`src/rtl/uart_tx.sv`:
```
// uart_tx: 8N1 UART transmitter that drains a synchronous byte FIFO.
// Each frame is a start bit, DATA_WIDTH data bits LSB first and one stop bit,
// with every bit held for exactly CLKS_PER_BIT clocks. The FIFO read port is
// a registered BRAM with no empty guard, so a byte is only ever popped after
// i_fifo_empty=0 has been observed in IDLE, and the head word is captured one
// wait cycle (FETCH) later, when the BRAM output is known to be valid.
// All outputs are registered; they are computed from the next-state values so
// that they line up with the state they describe.

module uart_tx #(
    parameter int CLK_FREQ_HZ = 100_000_000,
    parameter int BAUD        = 115200,
    parameter int DATA_WIDTH  = 8
) (
    input  logic                  i_clk,
    input  logic                  i_rst_n,
    input  logic                  i_fifo_empty,
    input  logic [DATA_WIDTH-1:0] i_fifo_rd_data,
    output logic                  o_fifo_rd_en,
    output logic                  o_tx,
    output logic                  o_busy,
    output logic                  o_done
);

    // Clocks per serial bit; must be at least 2 for the counter to make sense.
    localparam int CLKS_PER_BIT = CLK_FREQ_HZ / BAUD;
    localparam int BAUD_W       = (CLKS_PER_BIT > 1) ? $clog2(CLKS_PER_BIT) : 1;
    localparam int BIT_W        = (DATA_WIDTH > 1) ? $clog2(DATA_WIDTH) : 1;

    localparam logic [BAUD_W-1:0] BAUD_LAST = BAUD_W'(CLKS_PER_BIT - 1);
    localparam logic [BIT_W-1:0]  BIT_LAST  = BIT_W'(DATA_WIDTH - 1);

    typedef enum logic [2:0] {
        S_IDLE  = 3'd0,
        S_FETCH = 3'd1,
        S_START = 3'd2,
        S_DATA  = 3'd3,
        S_STOP  = 3'd4
    } state_e;

    state_e                state_q, state_d;
    logic [BAUD_W-1:0]     baud_q,  baud_d;
    logic [BIT_W-1:0]      bit_q,   bit_d;
    logic [DATA_WIDTH-1:0] shreg_q, shreg_d;
    logic                  rd_en_q, rd_en_d;
    logic                  tx_q,    tx_d;
    logic                  busy_q,  busy_d;
    logic                  done_q,  done_d;

    logic                  bit_end;

    // The current bit period ends on the last count of the baud counter.
    assign bit_end = (baud_q == BAUD_LAST);

    // Next-state, counter and shift-register logic.
    always_comb begin
        // NOTE: every signal written here gets a default first; a path that
        // leaves one unassigned would infer a latch.
        state_d = state_q;
        baud_d  = baud_q + BAUD_W'(1);
        bit_d   = bit_q;
        shreg_d = shreg_q;
        rd_en_d = 1'b0;

        case (state_q)
            S_IDLE: begin
                baud_d = '0;
                if (!i_fifo_empty) begin
                    state_d = S_FETCH;
                end
            end

            S_FETCH: begin
                // BRAM output holds the head slot now: capture it and pop,
                // the pop strobe landing in the first START cycle.
                state_d = S_START;
                baud_d  = '0;
                shreg_d = i_fifo_rd_data;
                rd_en_d = 1'b1;
            end

            S_START: begin
                if (bit_end) begin
                    state_d = S_DATA;
                    baud_d  = '0;
                    bit_d   = '0;
                end
            end

            S_DATA: begin
                if (bit_end) begin
                    baud_d  = '0;
                    shreg_d = shreg_q >> 1;
                    if (bit_q == BIT_LAST) begin
                        state_d = S_STOP;
                        bit_d   = '0;
                    end else begin
                        bit_d = bit_q + BIT_W'(1);
                    end
                end
            end

            S_STOP: begin
                if (bit_end) begin
                    state_d = S_IDLE;
                    baud_d  = '0;
                end
            end

            default: begin
                // Unused encodings fall back to a clean idle.
                state_d = S_IDLE;
                baud_d  = '0;
                bit_d   = '0;
            end
        endcase
    end

    // Registered output values derived from the state being entered.
    always_comb begin
        tx_d   = 1'b1;
        busy_d = (state_d != S_IDLE);
        done_d = (state_d == S_STOP) && (baud_d == BAUD_LAST);

        case (state_d)
            S_START: tx_d = 1'b0;
            S_DATA:  tx_d = shreg_d[0];
            default: tx_d = 1'b1;
        endcase
    end

    // State, counters and output registers with synchronous active-low reset.
    always_ff @(posedge i_clk) begin
        // NOTE: sequential state uses non-blocking assignments so every
        // register samples pre-edge values regardless of statement order.
        if (!i_rst_n) begin
            state_q <= S_IDLE;
            baud_q  <= '0;
            bit_q   <= '0;
            shreg_q <= '0;
            rd_en_q <= 1'b0;
            tx_q    <= 1'b1;
            busy_q  <= 1'b0;
            done_q  <= 1'b0;
        end else begin
            state_q <= state_d;
            baud_q  <= baud_d;
            bit_q   <= bit_d;
            shreg_q <= shreg_d;
            rd_en_q <= rd_en_d;
            tx_q    <= tx_d;
            busy_q  <= busy_d;
            done_q  <= done_d;
        end
    end

    assign o_fifo_rd_en = rd_en_q;
    assign o_tx         = tx_q;
    assign o_busy       = busy_q;
    assign o_done       = done_q;

endmodule

```
`config.mk`:
```
export PLATFORM = sky130hd
export DESIGN_NAME = uart_tx
export DESIGN_NICKNAME = d
export VERILOG_FILES = /design/src/rtl/uart_tx.sv
export SDC_FILE = /design/constraint.sdc
export NUM_CORES = 1
export LEC_CHECK = 0
export BUFFER_PORTS_ARGS = -buffer_cell sky130_fd_sc_hd__buf_2
export CAP_MARGIN = 15
export CORE_MARGIN = 4
export CORE_UTILIZATION = 23
export DETAILED_ROUTE_END_ITERATION = 8
export PLACE_DENSITY = 0.36
export SETUP_SLACK_MARGIN = 0.1
export SYNTH_ARGS = -nofsm -noshare
export SYNTH_HDL_FRONTEND = slang
export SYNTH_SLANG_ARGS = --single-unit
export TNS_END_PERCENT = 20
```
`constraint.sdc`:
```
create_clock -name i_clk -period 1.55 [get_ports i_clk]
set_input_delay 0.31 -clock i_clk [delete_from_list [all_inputs] [get_ports i_clk]]
set_output_delay 0.31 -clock i_clk [all_outputs]
set_load 0.05 [all_outputs]
```
==> run metrics <==
Nets=about 200; io pins=15; commonest non-fill, non-tap cell in the layout=nand3_1; CORE AREA=roughly 5600 um^2; M3 GR Usage=around 2.2%; DR iter-0 viols=54; Slew headroom=64.8%; Synth Warn #=0; number of flops mapped to enable cells by yosys=0; final WL=3340 um; htree depth=1; CTS Hold Bufs=0; most used routing layer=met2; Primary FF master, synth=dfxtp_1; Sum Neg Setup Slack=0 ps; Critical Path AT=1730 ps; Final period util=between 90 and 100%; post-layout util=32.4%; synthesized cell area=1380 um^2; met1 usage=13.5%; Reg2Reg Launch Point=baud_q[0]; Clock Tree Buf Depth=2; Fin. Hold Viols=0; diode count=0; Skew-Pair Late Insertion Delay=280 ps; Fin Hold WS=283 ps; max-slew violations=0; Root Driver=clkbuf_8; commonest non-fill, non-tap cells in the layout=nand3_1 (21), nor2_1 (19), dfxtp_1 (17); Clock Skews=3.58 ps; CTS tree=done; Remaining DRCs=0; crit start category=flop; fillers=597; area delta synth->final=32.8%; crit path capture type=flop; outcome=completed; post-DP HPWL=2500 um; synthesized flop and latch total=28; gr ovfl total=0; unique cell type count in the Yosys netlist=40; maximum VDD drop=0.294 mV; largest net degree at the start of global routing=17; met2 usage=between 10% and 20%; Placed Instance Area=1630 um^2; Critical Path Fanout Max=2; Via density=4.54; final antenna-violating net count=0; die height=85.3 um; total CTS buffers=3; Design Area, Final=1830 um^2; global-route wire length before repair=between 5000 and 6000 um; # port buffers=14; syn nets=169; worst slew pin tran=about 520 ps; CTS Sinks=28; P_leak=0.667 nW; DRT Pass-1 Iters=4; CTS clk-pin slew, worst paths=approximately 100 ps; full die area=7280 um^2; via count=1176; Tmin final=1550 ps; Routed WL per cell=12.9 um; Worst Setup SP=baud_q[0]; Avg Cell Area, Syn=8.87 um^2; Placed Cells=252; Seq/Total Area, Yosys=40.8%; Worst Hold Class=input port to flop; unrepaired setup endpoints after global routing=yes; Rows=27; All-Layer GR Usage=under 10%; Power Density=about 800 nW/um^2; ys async rst share=0%; initial antenna violation count=0; post-route insts no fill=~260; max_cap viols=0; CP required=1730 ps; share of cells above drive strength 1=36.9%; Setup CP Type=flop to flop; overall die width=roughly 85 um; vias in the first global route=1164; final setup fails=0; fmax=646 MHz; Starting Density=24.4%; Synth Instances=155; gpl congestion=0.772; worst hold start=i_fifo_rd_data[2]
metal layers:
layer | part of all wire [%] | vias up | wire length, um
met5 | 0 | - | 0
met4 | 1.2 | 0 | 41
met3 | 2.6 | 4 | 86
met2 | 44 | 8 | 1480
met1 | 52 | 546 | 1730
li1 | - | 618 | -
cell type report:
type / instances / area (um^2) / area share (%)
Inverter: 6 / 22.5 / 1.23
Timing Repair Buffer: 35 / 250 / 13.7
Tap cell: 72 / 90.1 / 4.93
Clock inverter: 1 / 30.0 / 1.64
Multi-Input combinational cell: 114 / 813 / 44.5
Clock buffer: 3 / 41.3 / 2.26
Sequential cell: 28 / 579 / 31.7
cell usage after synthesis (3+ instances only):
master	instances	area (um^2)
a21oi_1	5	25.0
a31oi_1	6	37.5
clkbuf_1	3	11.3
dfxtp_1	28	561
ha_1	3	37.5
inv_1	6	22.5
nand2_1	11	41.3
nand3_1	23	115
nand4_1	3	18.8
nor2_1	19	71.3
nor2b_1	4	25.0
xnor2_1	6	52.6
xor2_1	3	26.3
final timing paths:
path | end | slack, ps | depth (start not counted)
min | shreg_q[2] | 280 | 3
max | o_done | 1 | 5
max reg2reg | o_done | 1 | 5
min reg2reg | bit_q[1] | 480 | 2
registers in the layout, indices dropped and copies added (netlist names):
name / count
o_fifo_rd_en: 1
baud_q: 10
bit_q: 3
o_done: 1
shreg_q: 8
state_q: 3
o_tx: 1
o_busy: 1
critical path, stage by stage (launching register included):
cell       delay [ps]
dfxtp_2           350
ha_4              260
or4bb_1           400
a211oi_2          150
nand3b_1          100
a2111oi_2         190
logic make-up after synthesis:
family,count (synthesis),synth area share [%]
buffers and inverters,13,4.73
adder cells (fa/ha/maj),3,2.73
flip-flops,28,40.8
AND/OR/NAND/NOR,78,31.9
XOR/XNOR,9,5.73
multiplexers,2,1.55
AO/OA/AOI/OAI,22,12.6
stage by stage:
| stage | power, mW | setup WS [ps] |
|---|---|---|
| detailed placement | 0.927 | -3.39 |
| CTS | 1.52 | -19.6 |
| global placement | 0.925 | 1.16 |
| global route | 1.56 | -147 |
| floorplan | 0.871 | 33.5 |
| finish | 1.49 | 1.43 |
power by group:
part           switching (mW)  internal [mW]
registers              0.0167          0.740
logic                  0.0956         0.0627
clock network           0.231          0.346
what timing repair did:
item,in CTS,in global routing
pin swaps,5,12
gates cloned,0,0
buffers inserted,0,3
resized for setup,12,20
endpoints found under the hold margin,0,0
endpoints found under the setup margin,8,21
Power figures use the tool's default switching activity.
